## src/rtl/univ_shift_reg.sv

```systemverilog
// Universal shift register: hold / shift (either direction, LANE bits per
// beat) / parallel load / clear, with a beat counter that flags the end of
// each WIDTH/LANE-shift frame. Serves SISO, SIPO, PISO and PIPO uses.
module univ_shift_reg #(
  parameter int              WIDTH     = 12,
  parameter int              LANE      = 1,
  parameter logic [WIDTH-1:0] RESET_VAL = {WIDTH{1'b0}}
) (
  input  logic                   clk,
  input  logic                   reset,
  input  logic [1:0]             mode,
  input  logic                   dir,
  input  logic [LANE-1:0]        ser_in,
  input  logic [WIDTH-1:0]       par_in,
  output logic [LANE-1:0]        ser_out,
  output logic [WIDTH-1:0]       par_out,
  output logic [((WIDTH/LANE) > 1 ? $clog2(WIDTH/LANE) : 1)-1:0] beat_cnt,
  output logic                   frame_done
);

  localparam int BEATS = WIDTH / LANE;
  localparam int CW    = (BEATS > 1) ? $clog2(BEATS) : 1;
  localparam logic [CW-1:0] LAST_BEAT = CW'(BEATS - 1);
  localparam logic [CW-1:0] BEAT_ZERO = {CW{1'b0}};
  localparam logic [CW-1:0] BEAT_ONE  = {{(CW-1){1'b0}}, 1'b1};

  localparam logic [1:0] MODE_HOLD  = 2'b00;
  localparam logic [1:0] MODE_SHIFT = 2'b01;
  localparam logic [1:0] MODE_LOAD  = 2'b10;
  localparam logic [1:0] MODE_CLEAR = 2'b11;

  // Reject geometries where a frame is not a whole number of lanes.
  generate
    if (WIDTH < 2 || LANE < 1 || LANE >= WIDTH || (WIDTH % LANE) != 0) begin : g_bad_params
      $error("univ_shift_reg: need WIDTH>=2, 1<=LANE<WIDTH and WIDTH%%LANE==0");
    end
  endgenerate

  logic [WIDTH-1:0] r_q;
  logic [CW-1:0]    r_beat;
  logic             r_fd;

  logic [WIDTH-1:0] w_q_nxt;
  logic [CW-1:0]    w_beat_nxt;
  logic             w_fd_nxt;

  // Next-state selection for contents, beat counter and frame pulse.
  always_comb begin
    w_q_nxt    = r_q;
    w_beat_nxt = r_beat;
    w_fd_nxt   = 1'b0;
    case (mode)
      MODE_HOLD: begin
        w_q_nxt    = r_q;
        w_beat_nxt = r_beat;
        w_fd_nxt   = 1'b0;
      end
      MODE_SHIFT: begin
        if (dir) begin
          w_q_nxt = {r_q[WIDTH-LANE-1:0], ser_in};
        end else begin
          w_q_nxt = {ser_in, r_q[WIDTH-1:LANE]};
        end
        // Counter is shared by both directions; it wraps to zero at the
        // frame boundary so the next frame starts without a gap cycle.
        if (r_beat == LAST_BEAT) begin
          w_beat_nxt = BEAT_ZERO;
          w_fd_nxt   = 1'b1;
        end else begin
          w_beat_nxt = r_beat + BEAT_ONE;
          w_fd_nxt   = 1'b0;
        end
      end
      MODE_LOAD: begin
        w_q_nxt    = par_in;
        w_beat_nxt = BEAT_ZERO;
        w_fd_nxt   = 1'b0;
      end
      MODE_CLEAR: begin
        w_q_nxt    = RESET_VAL;
        w_beat_nxt = BEAT_ZERO;
        w_fd_nxt   = 1'b0;
      end
      default: begin
        w_q_nxt    = r_q;
        w_beat_nxt = r_beat;
        w_fd_nxt   = 1'b0;
      end
    endcase
  end

  // State registers with asynchronous active-low reset.
  always_ff @(posedge clk or negedge reset) begin
    if (!reset) begin
      r_q    <= RESET_VAL;
      r_beat <= BEAT_ZERO;
      r_fd   <= 1'b0;
    end else begin
      r_q    <= w_q_nxt;
      r_beat <= w_beat_nxt;
      r_fd   <= w_fd_nxt;
    end
  end

  // The outgoing lane is visible before the edge so PISO data is valid in
  // the same cycle the shift is requested.
  assign ser_out    = dir ? r_q[WIDTH-1:WIDTH-LANE] : r_q[LANE-1:0];
  assign par_out    = r_q;
  assign beat_cnt   = r_beat;
  assign frame_done = r_fd;

endmodule

```

## config.mk

```make
export PLATFORM = sky130hd
export DESIGN_NAME = univ_shift_reg
export DESIGN_NICKNAME = d
export VERILOG_FILES = /design/src/rtl/univ_shift_reg.sv
export SDC_FILE = /design/constraint.sdc
export NUM_CORES = 1
export LEC_CHECK = 0
export ABC_AREA = 1
export CORE_MARGIN = 4
export CORE_UTILIZATION = 42
export CTS_CLUSTER_SIZE = 8
export DETAILED_ROUTE_END_ITERATION = 7
export MAX_ROUTING_LAYER = met4
export PLACE_DENSITY = 0.73
export SYNTH_ARGS = -nofsm -noshare
export SYNTH_HDL_FRONTEND = slang
export SYNTH_SLANG_ARGS = --single-unit
```

## constraint.sdc

```tcl
create_clock -name clk -period 1.3 [get_ports clk]
set_clock_uncertainty 0.05 [all_clocks]
set_input_delay 0.26 -clock clk [delete_from_list [all_inputs] [get_ports clk]]
set_output_delay 0.26 -clock clk [all_outputs]
set_load 0.05 [all_outputs]
```

==> run metrics <==
Top FF cell, synth=dfrtp_1; Async S/R FF share, synth=100%; clk_lat worst skew=290 ps; I/O pins=36; Post-DRT Antenna Nets=0; routed vias=999; P_sw=0.000551 W; crit path capture type=primary output; layout cells sized above 1=27.9%; mux cell area share after synthesis=0%; global-route usage over all layers=19.5%; Rel. slew slack=80.3%; die area=0.00302 sq mm; dominant cell by count in the synthesized netlist=nand2_1; fin crit share=102%; vias in the first global route=947; clock-pin slew on the worst setup and hold paths=100 ps; fin. max-slew vios=0; switch share=35.8%; worst path cell trace=nand2_2 > o21ai_4 > buf_12; largest family of logic cells by synthesized area=simple AND/OR/NAND/NOR gates; CTS Root Cell=clkbuf_4; critical path data arrival time=1020 ps; core area=0.00202 sq mm; simple logic cell fraction of the synthesized area=33.7%; Int Pwr=0.000989 W; status=finished with violations; post-synthesis sequential area ratio=46.0%; Remaining DRCs=0; Post-Place Cells=186; ranking of synthesized cells by area=dfrtp_1, nand2_1, nand3_1; RSZ-0062 raised after global routing=yes; Worst Tran Pin Value=295 ps; worst hold path class=in2async; most frequent cells after synthesis=nand2_1, dfrtp_1, nand3_1; Finished Core Util=79.4%; CTS sink cnt=17; Hold Vio Cnt, Final=0; Post-synth EDFFs=0; global-route wire length before repair=4110 um; first-pass detailed-route iteration total=4; post-synthesis cell count=121; area of the mapped netlist=925 sq um; Die Y=54.9 um; PD cells=960 mW/mm^2; largest net degree at the start of global routing=18; Max FO, Critical Path=2; Ant. Diodes=0; CP max stage delay=420 ps; Max clock buf depth=2; adder-cell share of the synthesized area=1.35%; Critical-path top delay cell=dfrtp_1; Final min period=1330 ps; Final setup violation count=2; area delta synth->final=73.6%; Final WS setup=-26.5 ps; Pwr Total=0.00154 W; Fin Hold WS=250 ps; Synth Area in Compound Gates=11.0%; Starting Density=45.7%; Netlist cell types=19; DPL Wire Length=1900 um; post-synth top area share=46.0%; CP startpoint kind=flip-flop; CTS buffer count=3; Routed WL=2600 um; CTS HTree Levels=1; Net Count, Synth=140; Yosys reg bits=17; Avg Cell Area, Syn=7.64 sq um; sequential share of power=41.7%; Peak supply drop=0.000766 V; Rows=16; 1st-iter DRT viols=21; via-per-instance ratio=5.20; Leak=0.730 nW; Critical Path RT=990 ps; initial antenna violation count=0; CTS tree=yes; IO Port Bufs=35; Post-Layout Cell Count=192; Max-cap violations=0; Total Nets Final=185; Synth Area in XOR/XNOR=0.947%; Crit Path Class=reg2out; Clock power frac=18.8%; synth warn=0; grt ovf=0; drt wl/cell=13.5 um; Combinational Power Share=39.6%; die width=54.9 um; cell taking the most area after synthesis=dfrtp_1; failing checks=negative setup slack; Final GP Congestion=0.831; fmax=754 MHz
cells in the final DEF, fill, tap and decap left out:
master           count
dlygate4sd2_1        1
o211ai_1             7
o21ai_4              1
clkbuf_1             1
ha_1                 1
nand3_1             15
buf_6                2
dfrtp_1             12
clkbuf_4             3
dfrtp_2              5
o21ai_0              5
nor2_4               3
buf_12              19
a22o_1               1
inv_1                6
nand2_2              3
buf_4                7
o21ai_1              2
inv_2                3
nor2_1              13
nand2_1             37
nand4_1              1
xnor2_1              1
clkdlybuf4s50_1     16
repair_timing:
item	4_1_cts	5_1_grt
endpoints found under the hold margin	0	0
setup endpoints to repair	1	13
gates resized for setup	4	5
hold buffers	0	0
setup buffers	2	0
area by class of cell:
cell class / instances / area [sq um]
Tap cell: 27 / 33.8
Clock buffer: 4 / 26.3
Fill cell: 125 / 417
Multi-Input combinational cell: 90 / 455
Sequential cell: 17 / 432
Inverter: 9 / 33.8
Timing Repair Buffer: 45 / 624
state kept, by name (all words and copies together), names as in the netlist:
signal / flops
frame_done: 1
par_out: 12
beat_cnt: 4
worst max-delay path: cells and delay by family, from the launching register on:
kind	cells	cell delay, ps
compound gates	1	70
simple gates	1	100
buf+inv	1	140
flops	1	420
power groups by stage:
stage	Clock (W)	Combinational (W)	Sequential, W
after floorplan	0	0.000128	0.000775
after global placement	0	0.000582	0.000653
after detailed placement	0	0.000589	0.000654
after CTS	0.000291	0.000607	0.000640
after global routing	0.000328	0.000638	0.000649
final	0.000289	0.000610	0.000642
metrics by stage:
step | cell area [sq um] | worst slack [ps] | setup TNS (ps)
finish | 1610 | -26.5 | -32.2
global route | 1610 | -91.3 | -182
CTS | 1590 | -21.1 | -30.0
detailed placement | 1550 | -284 | -3670
global placement | 1550 | -226 | -3070
floorplan | 940 | 7.18 | 0
kinds of logic after synthesis:
group | count (synthesis)
DFF | 17
AOI/OAI and AO/OA | 16
buffers and inverters | 14
xor gates and xnor gates | 1
adders and majority gates | 1
and+or+nand+nor | 72
layer usage:
metal / vias to the layer above / global-route usage, % / part of all wire (%)
li1: 485 / - / -
met1: 465 / 22.8 / 38
met2: 45 / 34.3 / 53
met3: 4 / 3.22 / 7.3
met4: 0 / 6.07 / 0.96
met5: - / - / 0
final timing paths:
path,startpoint,endpoint,slack (ps),cells past startpoint
max in group asynchronous,reset,beat_cnt[3]$_DFFE_PN0P_,740,2
worst max-delay path,par_out[11]$_DFFE_PN0P_,ser_out,-30,3
worst min-delay path,reset,beat_cnt[1]$_DFFE_PN0P_,250,2
worst min register to register,beat_cnt[0]$_DFFE_PN0P_,beat_cnt[0]$_DFFE_PN0P_,510,1
worst max register to register,beat_cnt[0]$_DFFE_PN0P_,beat_cnt[3]$_DFFE_PN0P_,120,6
min in group clk,par_in[10],par_out[10]$_DFFE_PN0P_,480,3
Power figures use the tool's default switching activity.
